<file path="config.mk">
export PLATFORM = sky130hd
export DESIGN_NAME = usb_burst_reader
export DESIGN_NICKNAME = d
export VERILOG_FILES = /design/src/rtl/usb_burst_reader.sv
export SDC_FILE = /design/constraint.sdc
export NUM_CORES = 1
export LEC_CHECK = 0
export BUFFER_PORTS_ARGS = -buffer_cell sky130_fd_sc_hd__buf_2
export CORE_MARGIN = 8
export CORE_UTILIZATION = 50
export CTS_CLUSTER_DIAMETER = 120
export DETAILED_ROUTE_END_ITERATION = 6
export PLACE_DENSITY = 0.74
export SLEW_MARGIN = 5
export SYNTH_ARGS = -nofsm -noshare
export SYNTH_HDL_FRONTEND = slang
export SYNTH_SLANG_ARGS = --single-unit
export TNS_END_PERCENT = 5
</file>
<file path="constraint.sdc">
create_clock -name clock -period 3.7 [get_ports clock]
set_clock_uncertainty 0.2 [all_clocks]
set_input_delay 0.37 -clock clock [delete_from_list [all_inputs] [get_ports clock]]
set_output_delay 0.37 -clock clock [all_outputs]
set_load 0.02 [all_outputs]
</file>
<file path="src/rtl/usb_burst_reader.sv">
// Drains fixed-length bursts of 10-bit offset-binary samples from a read-ahead FIFO
// and presents them as 16-bit two's-complement words to a USB endpoint.
module usb_burst_reader #(
  parameter int BURST_WORDS = 8192
) (
  input  logic        clock,
  input  logic        reset,
  input  logic [9:0]  fifoData,
  input  logic        fifoEmpty,
  input  logic        fifoHalfFull,
  output logic        fifoAck,
  input  logic        usbReady,
  input  logic        testMode,
  output logic [15:0] usbData,
  output logic        usbWrite,
  output logic        usbEndBurst,
  output logic        underrun,
  output logic        busy
);

  localparam int CW = $clog2(BURST_WORDS);
  localparam logic [CW-1:0] LAST_WORD = CW'(BURST_WORDS - 1);

  typedef enum logic {IDLE, STREAM} state_t;

  state_t          state_reg, state_next;
  logic [CW-1:0]   word_count_reg, word_count_next;
  logic [9:0]      test_count_reg, test_count_next;
  logic [15:0]     usb_data_reg, usb_data_next;
  logic            usb_write_reg, usb_write_next;
  logic            end_burst_reg, end_burst_next;
  logic            underrun_reg, underrun_next;
  logic            busy_reg, busy_next;
  logic [9:0]      sample;

  // Test mode swaps the payload only; the FIFO is still drained word for word.
  assign sample = testMode ? test_count_reg : fifoData;

  always_comb begin
    state_next      = state_reg;
    word_count_next = word_count_reg;
    test_count_next = test_count_reg;
    usb_data_next   = usb_data_reg;
    usb_write_next  = 1'b0;
    end_burst_next  = 1'b0;
    underrun_next   = underrun_reg;
    fifoAck         = 1'b0;

    case (state_reg)
      IDLE: begin
        if (fifoHalfFull && usbReady) begin
          state_next      = STREAM;
          word_count_next = '0;
        end
      end
      STREAM: begin
        fifoAck = usbReady & ~fifoEmpty & ~reset;
        if (usbReady && fifoEmpty) underrun_next = 1'b1;
        if (fifoAck) begin
          // Flipping the MSB turns offset binary into two's complement; then sign-extend.
          usb_data_next   = {{6{~sample[9]}}, ~sample[9], sample[8:0]};
          usb_write_next  = 1'b1;
          test_count_next = test_count_reg + 10'd1;
          if (word_count_reg == LAST_WORD) begin
            end_burst_next  = 1'b1;
            state_next      = IDLE;
            word_count_next = '0;
          end else begin
            word_count_next = word_count_reg + CW'(1);
          end
        end
      end
      default: state_next = IDLE;
    endcase

    busy_next = (state_next == STREAM) | usb_write_next;
  end

  always_ff @(posedge clock) begin
    if (reset) begin
      state_reg      <= IDLE;
      word_count_reg <= '0;
      test_count_reg <= '0;
      usb_data_reg   <= '0;
      usb_write_reg  <= 1'b0;
      end_burst_reg  <= 1'b0;
      underrun_reg   <= 1'b0;
      busy_reg       <= 1'b0;
    end else begin
      state_reg      <= state_next;
      word_count_reg <= word_count_next;
      test_count_reg <= test_count_next;
      usb_data_reg   <= usb_data_next;
      usb_write_reg  <= usb_write_next;
      end_burst_reg  <= end_burst_next;
      underrun_reg   <= underrun_next;
      busy_reg       <= busy_next;
    end
  end

  assign usbData     = usb_data_reg;
  assign usbWrite    = usb_write_reg;
  assign usbEndBurst = end_burst_reg;
  assign underrun    = underrun_reg;
  assign busy        = busy_reg;

endmodule

</file>
==> out/qor.yml <==
grt:
  antenna_found_initial: 0
  grt-ovfl-total: 0
  track_usage: 0.143
  grt_pass1_wl_um: 7050
  grt_max_degree: 41
  grt_pass1_vias: 1505
worst_setup_path:
  r2r_end: "word_count_reg[11]$_SDFFE_PP0P_"
  crit_start: "reset"
  cp.arrival_ns: 1.96
  crit_end: "fifoAck"
  r2r_slack_ns: 1.30
  cp.required_ns: 3.13
  r2r_start: "state_reg$_SDFF_PP0_"
  critPathLaunchType: "input port"
  critical_path_class: "in2out"
  cp_max_fo: 40
  reg2reg_depth: 5
  end_kind: "output port"
clocking:
  htree_num_levels: 2
  clk_path_buf_depth: 2
  cts_setup_buffers: 0
  cts_resized: 0
  clock_sinks: 38
  cts_tree: "done"
  clock_latency_ns: 0.34
  holdBufCountCts: 0
  cts_buffers: 5
  cts_root_buffer: "clkbuf_4"
  clk_pin_slew_ns: 0.11
timing:
  rsz0062_at_grt: "no"
  setup_viol: 0
  tns_ns: 0
  period_share: 0.685
  hold_violations: 0
  fmax_mhz: 395
  fin_crit_ns: 2.53
  worst_pin_slew_ns: 0.687
  finalMaxSlewViolations: 0
  maxSlewHeadroom: 0.542
logic_synthesis:
  synth.yosys.warnings: 0
  ys_types: 35
  yosys_register_bits: 38
  async_reset_ff_frac: 0
  synth_ff_type: "dfxtp_1"
  syn_nets: 226
  synth-edff-count: 0
  seq_area_frac_synth: 0.420
  avgSynthCellArea_sq_um: 8.70
  postSynthCellCount: 208
  syn-cell-area_sq_um: 1810
route:
  firstDrtPassIters: 4
  via_per_inst: 5.69
  remaining_drc_errors: 0
  vias: 1598
  ant_nets: 0
  drt-total-wl_um: 4020
  dr.first_iter.drc_count: 109
  routedWlPerCell_um: 14.3
floorplanning:
  die_y_um: 76.2
  fp-row-count: 22
  floorplan.initialDensity: 0.506
  pin_count: 37
  die_area_sq_um: 5800
  die_x_um: 76.2
  core_area_sq_um: 3580
final_layout:
  antenna_cells: 0
  largest_reg_flops: 13
  area_growth_pct: 11.1
  nFillCells: 351
  drive_gt1_frac: 0.202
  final_nets: 250
  final_util: 0.562
  layout.cells.non_filler: 281
  final_area_sq_um: 2010
place:
  dp_hpwl_um: 2790
  placed_area_sq_um: 1950
  gp_congestion: 0.856
  portBuffers: 36
  dp_cells: 273
power_and_ir_drop:
  power_leakage_nw: 0.786
  p_per_area_nw_per_um2: 346
  vdd_ir_drop_max_mv: 0.257
worst_hold_path:
  min-delay-start: "fifoEmpty"
  hold_path.class: "in2reg"
outcome:
  outcome: "finished clean"
job:
  drv_cap: 0
[worst max-delay path: stages]
cell and delay (ns):
buf_2 0.53, nand4bb_1 0.46, clkinv_4 0.32, buf_2 0.26
[through the flow]
step | power (mW) | worst slack (ns) | hold WS (ns)
3_3_place_gp | 0.478 | 1.15 | 0.254
3_5_place_dp | 0.479 | 1.04 | 0.261
6_report | 0.696 | 1.17 | 0.120
5_1_grt | 0.725 | 0.998 | 0.114
2_1_floorplan | 0.461 | 1.95 | 0.252
4_1_cts | 0.702 | 1.15 | 0.107
[cells by family (layout without fill, tap and decap cells)]
kind of cell	after synthesis	after routing	share of synthesized area
simple gates	86	86	0.257
compound gates	39	39	0.142
flops	38	38	0.420
buf+inv	25	50	0.0726
mux	11	11	0.0608
xor+xnor	7	7	0.0339
fa+ha+maj	2	2	0.0138
[metal layers]
metal | GRT usage | vias to the layer above | routed length (um)
met4 | 0.0577 | 0 | 61
met2 | 0.202 | 59 | 1700
met3 | 0.0472 | 5 | 302
met1 | 0.194 | 733 | 1960
met5 | 0 | - | 0
li1 | - | 801 | -
[cell type report]
class / count / area, sq um / share of cell area
Sequential cell: 38 / 761 / 0.378
Clock inverter: 1 / 5.00 / 0.00249
Clock buffer: 7 / 55.1 / 0.0274
Timing Repair Buffer: 37 / 188 / 0.0933
Inverter: 5 / 23.8 / 0.0118
Tap cell: 48 / 60.1 / 0.0299
Multi-Input combinational cell: 145 / 918 / 0.457
[placed cells by master, fill, tap and decap left out, types with 3 or more instances in the layout]
master | Yosys | layout
a31oi_1 | 4 | 4
nand3_1 | 9 | 9
buf_2 | 5 | 36
inv_1 | 4 | 4
a211oi_1 | 9 | 9
nand2_1 | 14 | 14
nor3_1 | 4 | 4
and4_1 | 3 | 3
o21ai_0 | 5 | 5
mux2i_1 | 11 | 11
or3_1 | 5 | 5
nor2_1 | 22 | 22
or4_1 | 4 | 4
and2_1 | 4 | 4
clkbuf_4 | 0 | 5
nand4_1 | 12 | 12
a21oi_1 | 13 | 13
xor2_1 | 6 | 6
and3_1 | 3 | 3
dfxtp_1 | 38 | 38
[worst min-delay path by stage]
stage	to	slack, ns	cells after the start
floorplan	test_count_reg[9]$_SDFFE_PP0P_	0.25	2
global placement	underrun$_SDFFE_PP0P_	0.25	2
detailed placement	underrun$_SDFFE_PP0P_	0.26	2
CTS	underrun$_SDFFE_PP0P_	0.11	3
global route	usbData[9]$_SDFFE_PP0P_	0.11	4
finish	underrun$_SDFFE_PP0P_	0.12	3
[cell usage after synthesis, types with 2 or more instances]
library cell | count | share of area
and4_1 | 3 | 0.015
clkbuf_1 | 8 | 0.017
buf_2 | 5 | 0.014
a31oi_1 | 4 | 0.014
a211oi_1 | 9 | 0.037
and3_1 | 3 | 0.010
nand2_1 | 14 | 0.029
and2_1 | 4 | 0.014
nand3b_1 | 2 | 0.0083
or3_1 | 5 | 0.017
a21oi_1 | 13 | 0.036
a41oi_1 | 2 | 0.0097
mux2i_1 | 11 | 0.061
ha_1 | 2 | 0.014
nand4_1 | 12 | 0.041
nor2_1 | 22 | 0.046
xor2_1 | 6 | 0.029
o21ai_0 | 5 | 0.014
inv_1 | 4 | 0.0083
dfxtp_1 | 38 | 0.42
nand3_1 | 9 | 0.025
nor3_1 | 4 | 0.011
buf_4 | 7 | 0.029
or4_1 | 4 | 0.017
a22oi_1 | 2 | 0.0083
[power breakdown]
group	leakage (nW)	switching, mW	total [mW]	internal, mW
logic	0.444	0.0320	0.0513	0.0194
clock network	0.0353	0.135	0.227	0.0922
registers	0.307	0.00439	0.418	0.413
total	0.786	0.171	0.696	0.525
No activity file was read; power rests on OpenSTA's default activity.
